--- src/rtl/sysid_reader_if.sv ---
// Avalon-MM read-only master/slave bundle used to reach the sysid control_slave.
interface sysid_reader_if;
  logic        avm_address;
  logic        avm_read;
  logic [31:0] avm_readdata;
  logic        avm_waitrequest;

  modport master (
    output avm_address,
    output avm_read,
    input  avm_readdata,
    input  avm_waitrequest
  );

  modport slave (
    input  avm_address,
    input  avm_read,
    output avm_readdata,
    output avm_waitrequest
  );
endinterface

--- src/rtl/sysid_reader.sv ---
// Reads the sysid ID (address 0) and timestamp (address 1) words and compares
// them against the values the build expects. Every output is registered.
module sysid_reader #(
  parameter logic [31:0] EXPECTED_ID        = 32'd0,
  parameter logic [31:0] EXPECTED_TIMESTAMP = 32'd1369035637,
  parameter int unsigned TIMEOUT_CYCLES     = 255
) (
  input  logic                  clock,
  input  logic                  reset,
  input  logic                  start,
  sysid_reader_if.master        avm,
  output logic                  busy,
  output logic                  done,
  output logic [31:0]           id_value,
  output logic [31:0]           timestamp_value,
  output logic                  match,
  output logic                  timeout_err
);

  typedef enum logic [1:0] {IDLE, RD_ID, RD_TS, DONE} state_t;

  localparam logic [7:0] TMO_LIMIT = 8'(TIMEOUT_CYCLES);

  state_t      state_q, state_d;
  logic [7:0]  cnt_q, cnt_d;
  logic [31:0] id_q, id_d;
  logic [31:0] ts_q, ts_d;
  logic        match_q, match_d;
  logic        tmo_q, tmo_d;
  logic        read_q, read_d;
  logic        addr_q, addr_d;
  logic        busy_q, busy_d;
  logic        done_q, done_d;

  // Next-state, capture and flag logic; bus/status outputs are decoded from
  // the next state so they can be registered alongside it.
  always_comb begin
    state_d = state_q;
    cnt_d   = cnt_q;
    id_d    = id_q;
    ts_d    = ts_q;
    match_d = match_q;
    tmo_d   = tmo_q;

    unique case (state_q)
      IDLE: begin
        if (start) begin
          state_d = RD_ID;
          cnt_d   = '0;
          match_d = 1'b0;
          tmo_d   = 1'b0;
        end
      end

      RD_ID: begin
        if (!avm.avm_waitrequest) begin
          id_d    = avm.avm_readdata;
          cnt_d   = '0;
          state_d = RD_TS;
        end else begin
          cnt_d = cnt_q + 8'd1;
          if (cnt_q + 8'd1 == TMO_LIMIT) begin
            tmo_d   = 1'b1;
            match_d = 1'b0;
            state_d = DONE;
          end
        end
      end

      RD_TS: begin
        if (!avm.avm_waitrequest) begin
          ts_d    = avm.avm_readdata;
          cnt_d   = '0;
          match_d = (id_q == EXPECTED_ID) &&
                    (avm.avm_readdata == EXPECTED_TIMESTAMP) && !tmo_q;
          state_d = DONE;
        end else begin
          cnt_d = cnt_q + 8'd1;
          if (cnt_q + 8'd1 == TMO_LIMIT) begin
            tmo_d   = 1'b1;
            match_d = 1'b0;
            state_d = DONE;
          end
        end
      end

      DONE: begin
        state_d = IDLE;
      end

      default: begin
        state_d = IDLE;
      end
    endcase

    read_d = (state_d == RD_ID) || (state_d == RD_TS);
    addr_d = (state_d == RD_TS);
    busy_d = read_d;
    done_d = (state_d == DONE);
  end

  // State and output registers with synchronous reset.
  always_ff @(posedge clock) begin
    if (reset) begin
      state_q <= IDLE;
      cnt_q   <= '0;
      id_q    <= '0;
      ts_q    <= '0;
      match_q <= 1'b0;
      tmo_q   <= 1'b0;
      read_q  <= 1'b0;
      addr_q  <= 1'b0;
      busy_q  <= 1'b0;
      done_q  <= 1'b0;
    end else begin
      state_q <= state_d;
      cnt_q   <= cnt_d;
      id_q    <= id_d;
      ts_q    <= ts_d;
      match_q <= match_d;
      tmo_q   <= tmo_d;
      read_q  <= read_d;
      addr_q  <= addr_d;
      busy_q  <= busy_d;
      done_q  <= done_d;
    end
  end

  assign avm.avm_read    = read_q;
  assign avm.avm_address = addr_q;
  assign busy            = busy_q;
  assign done            = done_q;
  assign id_value        = id_q;
  assign timestamp_value = ts_q;
  assign match           = match_q;
  assign timeout_err     = tmo_q;

endmodule

--- src/flat_wrapper.sv ---
// flat-port wrapper written by rule: the top's interface ports become plain ports
module sysid_reader_flat 
#(
  parameter logic [31:0] EXPECTED_ID        = 32'd0,
  parameter logic [31:0] EXPECTED_TIMESTAMP = 32'd1369035637,
  parameter int unsigned TIMEOUT_CYCLES     = 255
)
  (clock, reset, start, busy, done, id_value, timestamp_value, match, timeout_err, avm_avm_address, avm_avm_read, avm_avm_readdata, avm_avm_waitrequest);
  sysid_reader_if avm_i ();
  input  logic clock;
  input  logic reset;
  input  logic start;
  output logic busy;
  output logic done;
  output logic [31:0] id_value;
  output logic [31:0] timestamp_value;
  output logic match;
  output logic timeout_err;
  output wire logic [$bits(avm_i.avm_address)-1:0] avm_avm_address;
  output wire logic [$bits(avm_i.avm_read)-1:0] avm_avm_read;
  input wire logic [$bits(avm_i.avm_readdata)-1:0] avm_avm_readdata;
  input wire logic [$bits(avm_i.avm_waitrequest)-1:0] avm_avm_waitrequest;
  assign avm_avm_address = avm_i.avm_address;
  assign avm_avm_read = avm_i.avm_read;
  assign avm_i.avm_readdata = avm_avm_readdata;
  assign avm_i.avm_waitrequest = avm_avm_waitrequest;
  sysid_reader #(.EXPECTED_ID(EXPECTED_ID), .EXPECTED_TIMESTAMP(EXPECTED_TIMESTAMP), .TIMEOUT_CYCLES(TIMEOUT_CYCLES)) u_core (.clock(clock), .reset(reset), .start(start), .avm(avm_i), .busy(busy), .done(done), .id_value(id_value), .timestamp_value(timestamp_value), .match(match), .timeout_err(timeout_err));
endmodule
--- config.mk ---
export PLATFORM = sky130hd
export DESIGN_NAME = sysid_reader_flat
export DESIGN_NICKNAME = d
export VERILOG_FILES = /design/src/rtl/sysid_reader_if.sv /design/src/rtl/sysid_reader.sv /design/src/flat_wrapper.sv
export SDC_FILE = /design/constraint.sdc
export NUM_CORES = 1
export LEC_CHECK = 0
export ABC_AREA = 1
export BUFFER_PORTS_ARGS = -buffer_cell sky130_fd_sc_hd__buf_4
export CORE_MARGIN = 5
export CORE_UTILIZATION = 45
export CTS_CLUSTER_DIAMETER = 200
export DETAILED_ROUTE_END_ITERATION = 16
export GPL_ROUTABILITY_DRIVEN = 0
export PLACE_DENSITY = 0.75
export REMOVE_ABC_BUFFERS = 1
export SETUP_SLACK_MARGIN = 0.4
export SLEW_MARGIN = 30
export SYNTH_ARGS = -nofsm -noshare
export SYNTH_HDL_FRONTEND = slang
export SYNTH_SLANG_ARGS = --single-unit
--- constraint.sdc ---
create_clock -name clock -period 1.9 [get_ports clock]
set_input_delay 0.095 -clock clock [delete_from_list [all_inputs] [get_ports clock]]
set_output_delay 0.095 -clock clock [all_outputs]
set_load 0.02 [all_outputs]
==> impl_metrics.py <==
metrics = {
    "sta": {
        "slew_violations": 0,
        "period_minus_slack_ns": 1.79,
        "hold_violations": 0,
        "worst_slew_pin_slew_ns": 0.434,
        "fmax_ghz": 0.559,
        "clock-skew-final_ns": 0.0103,
        "setup_viol": 0,
        "rsz0062_at_grt": "true",
        "fin_crit_sh_pct": 94.2,
        "slew_headroom_pct": 71.0,
    },
    "layout": {
        "syn_to_final_growth_pct": 50.7,
        "post-route-util_pct": 68.9,
        "n_fill_cell": 596,
        "finalNetCount": 618,
        "diodes": 0,
        "drive_gt1_share_pct": 34.8,
        "stdcell_count": 677,
        "final_area_mm2": 0.00497,
    },
    "clock_network": {
        "clkSlewWorstSetupHoldPaths_ns": 0.08,
        "clock-sinks": 79,
        "insertion_delay_ns": 0.35,
        "cts_root_buf": "clkbuf_8",
        "h-tree-depth": 3,
        "cts_buffer_depth": 2,
        "cts_tree": "done",
        "cts_buffers": 9,
    },
    "placed_design": {
        "placed_cells": 633,
        "io_buffers": 105,
        "placed_area_mm2": 0.00424,
        "dpl.hpwl_mm": 6.56,
    },
    "die": {
        "design.die.area_mm2": 0.00914,
        "fp.dieH_um": 95.6,
        "core_area_mm2": 0.00721,
        "start_util_pct": 45.7,
        "rows": 31,
        "io_pins": 106,
        "dieWidth_um": 95.6,
    },
    "route": {
        "drtIter0Drc": 123,
        "m1WireLength_mm": 4.16,
        "dr_wl_met2_mm": 4.76,
        "wl_met3_um": 685,
        "routed_wl_mm": 9.70,
        "vias_per_cell": 5.00,
        "route.vias.total": 3387,
        "firstDrtPassIters": 4,
        "antenna_left": 0,
        "route.detailed.drc": 0,
        "wl_per_cell_um": 14.3,
        "top_layer": "met4",
    },
    "power": {
        "power_frac_comb_pct": 16.3,
        "p_sw_w": 0.00101,
        "clockPowerShare_pct": 37.1,
        "p_per_area_mw_per_mm2": 760,
        "netSwitchingFraction_pct": 26.7,
        "ir_drop_uv": 556,
        "intPower_w": 0.00277,
        "leakagePower_nw": 2.23,
        "seqPwrFrac_pct": 46.7,
    },
    "worst_setup_path": {
        "crit_slowest_cell": "dfxtp_4",
        "cp_max_fo": 4,
        "r2r_setup_slack_ns": 0.11,
        "max_stage_delay_ns": 0.39,
        "cp.arrival_ns": 2.03,
        "crit_type": "flip-flop to flip-flop",
        "path_common_cell": "nand2_2",
        "crit_path_cell_trace": "ha_4, nand3_4, o21bai_4, nand2_2, nor2_4, nand2_2, nand3_2, nand3_2, nand2_2, inv_2, ha_4, nor2_2",
        "startpoint_type": "flip-flop",
        "cp.required_ns": 2.14,
        "cp-end-kind": "flip-flop",
    },
    "logic_synthesis": {
        "synth-main-ff-cell": "dfxtp_1",
        "avgSynthCellArea_um2": 7.52,
        "synth_cell_types": 27,
        "syn_inst": 439,
        "syn_area_mm2": 0.00330,
        "ys_ff_latch": 79,
        "yosys.area.top_type": "dfxtp_1",
        "synth_top_area_share_pct": 47.9,
        "synth_enable_flop_cells": 0,
        "synth.area.top_cells": "dfxtp_1 (48%), nor2_1 (8.4%), o21ai_0 (8.0%)",
        "synth.most_common_cell": "dfxtp_1",
        "synth.top_cells.by_count": "dfxtp_1 (79), nor2_1 (74), o21ai_0 (53), a21oi_1 (51), inv_1 (45)",
        "synthArstFlopShare_pct": 0,
        "yosysWarnings": 0,
        "synth_seq_area_share_pct": 47.9,
    },
    "run": {
        "cap_violations": 0,
    },
    "global_route": {
        "gr-usage-all-layers_pct": 21.1,
        "grt_max_degree": 42,
        "grt_pass1_wl_mm": 15.2,
        "antenna_found_initial": 0,
        "grt_pass1_vias": 3255,
        "grt_overflow_total": 0,
    },
    "min_path": {
        "hp-class": "primary input to flip-flop",
    },
    "status": {
        "status": "completed",
    },
}
cell type report:
cell class                 instances  area (um^2)  area share [%]
sequential                        79         1610            32.3
multi-input combinational        288         1600            32.2
timing repair buffer             144         1220            24.6
inverter                          51          200            4.03
clock buffer                      11          141            2.84
tap                               99          124            2.49
clock inverter                     5         78.8            1.58
layer usage:
layer,global-route usage (%),vias up
met5,0,-
li1,-,1704
met2,34.6,88
met3,7.89,8
met4,6.28,0
met1,25.7,1587
placed cells by master, fill, tap and decap left out, types with 2 or more instances in the layout:
cell and count:
nand3_1 12, nand2_2 9, a21oi_1 50, ha_4 4
inv_4 2, dfxtp_1 71, clkinv_2 2, o21bai_2 2
nor2_4 4, nor4_1 2, a21oi_2 2, buf_6 4
or2_1 2, nand3_4 2, ha_1 5, nand3_2 3
buf_4 117, o21ai_1 16, clkbuf_8 10, o21ai_0 52
inv_1 38, buf_12 5, nor2_1 67, bufinv_16 2
dfxtp_2 2, inv_2 10, nand2_1 35, dfxtp_4 6
nor2_2 6, nand4_1 9, dlygate4sd3_1 16
registers in the layout, indices dropped and copies added (netlist names):
register and cells:
u_core.avm.avm_address 1, u_core.avm.avm_read 1, u_core.cnt_q 8, u_core.done 1
u_core.id_value 32, u_core.match 1, u_core.state_q 2, u_core.timeout_err 1
u_core.timestamp_value 32
path summary, 6_finish.rpt:
check                                                     start                                      to  cells after the start
worst min-delay path                        avm_avm_readdata[5]  u_core.timestamp_value[5]$_SDFFE_PP0P_                      3
worst max-delay path               u_core.cnt_q[0]$_SDFFE_PP0P_          u_core.avm.avm_read$_SDFF_PP0_                     12
worst max register to register     u_core.cnt_q[0]$_SDFFE_PP0P_          u_core.avm.avm_read$_SDFF_PP0_                     12
worst min register to register  u_core.id_value[4]$_SDFFE_PP0P_         u_core.id_value[4]$_SDFFE_PP0P_                      2
stage by stage:
step	hold WS [ns]	TNS (ns)	setup slack, ns	total power [W]
3_5_place_dp	0.346	-0.0361	-0.0361	0.00232
2_1_floorplan	0.157	-35.66	-1.00	0.00206
4_1_cts	0.00242	0	0.139	0.00376
5_1_grt	0.00785	0	0.0154	0.00394
6_report	0.0168	0	0.111	0.00378
3_3_place_gp	0.337	0	0.0938	0.00231
logic make-up after synthesis:
group           share of synthesized area, %
simple gates                            20.7
compound gates                          19.5
flops                                   47.9
buf+inv                                 8.38
fa+ha+maj                               3.41
worst max-delay path: cells and delay by family (launching register included):
| kind | cells | cell delay (ns) |
|---|---|---|
| AO/OA/AOI/OAI | 1 | 0.14 |
| flip-flops | 1 | 0.39 |
| adder cells (fa/ha/maj) | 2 | 0.44 |
| AND/OR/NAND/NOR | 8 | 0.67 |
| buffers and inverters | 1 | 0.06 |
timing repair:
action / 4_1_cts / 5_1_grt
pin swaps: 14 / 16
buffers inserted: 8 / 3
endpoints found under the setup margin: 45 / 68
resized for setup: 29 / 33
hold buffers: 16 / 0
endpoints found under the hold margin: 23 / 0
gates cloned: 0 / 1
power groups by stage:
stage          logic, W  clock network [W]  registers [W]
3_5_place_dp   0.000519                  0        0.00180
4_1_cts        0.000573            0.00142        0.00177
6_report       0.000615            0.00140        0.00176
5_1_grt        0.000668            0.00150        0.00177
2_1_floorplan  0.000186                  0        0.00187
3_3_place_gp   0.000510                  0        0.00180
Power figures use the tool's default switching activity.
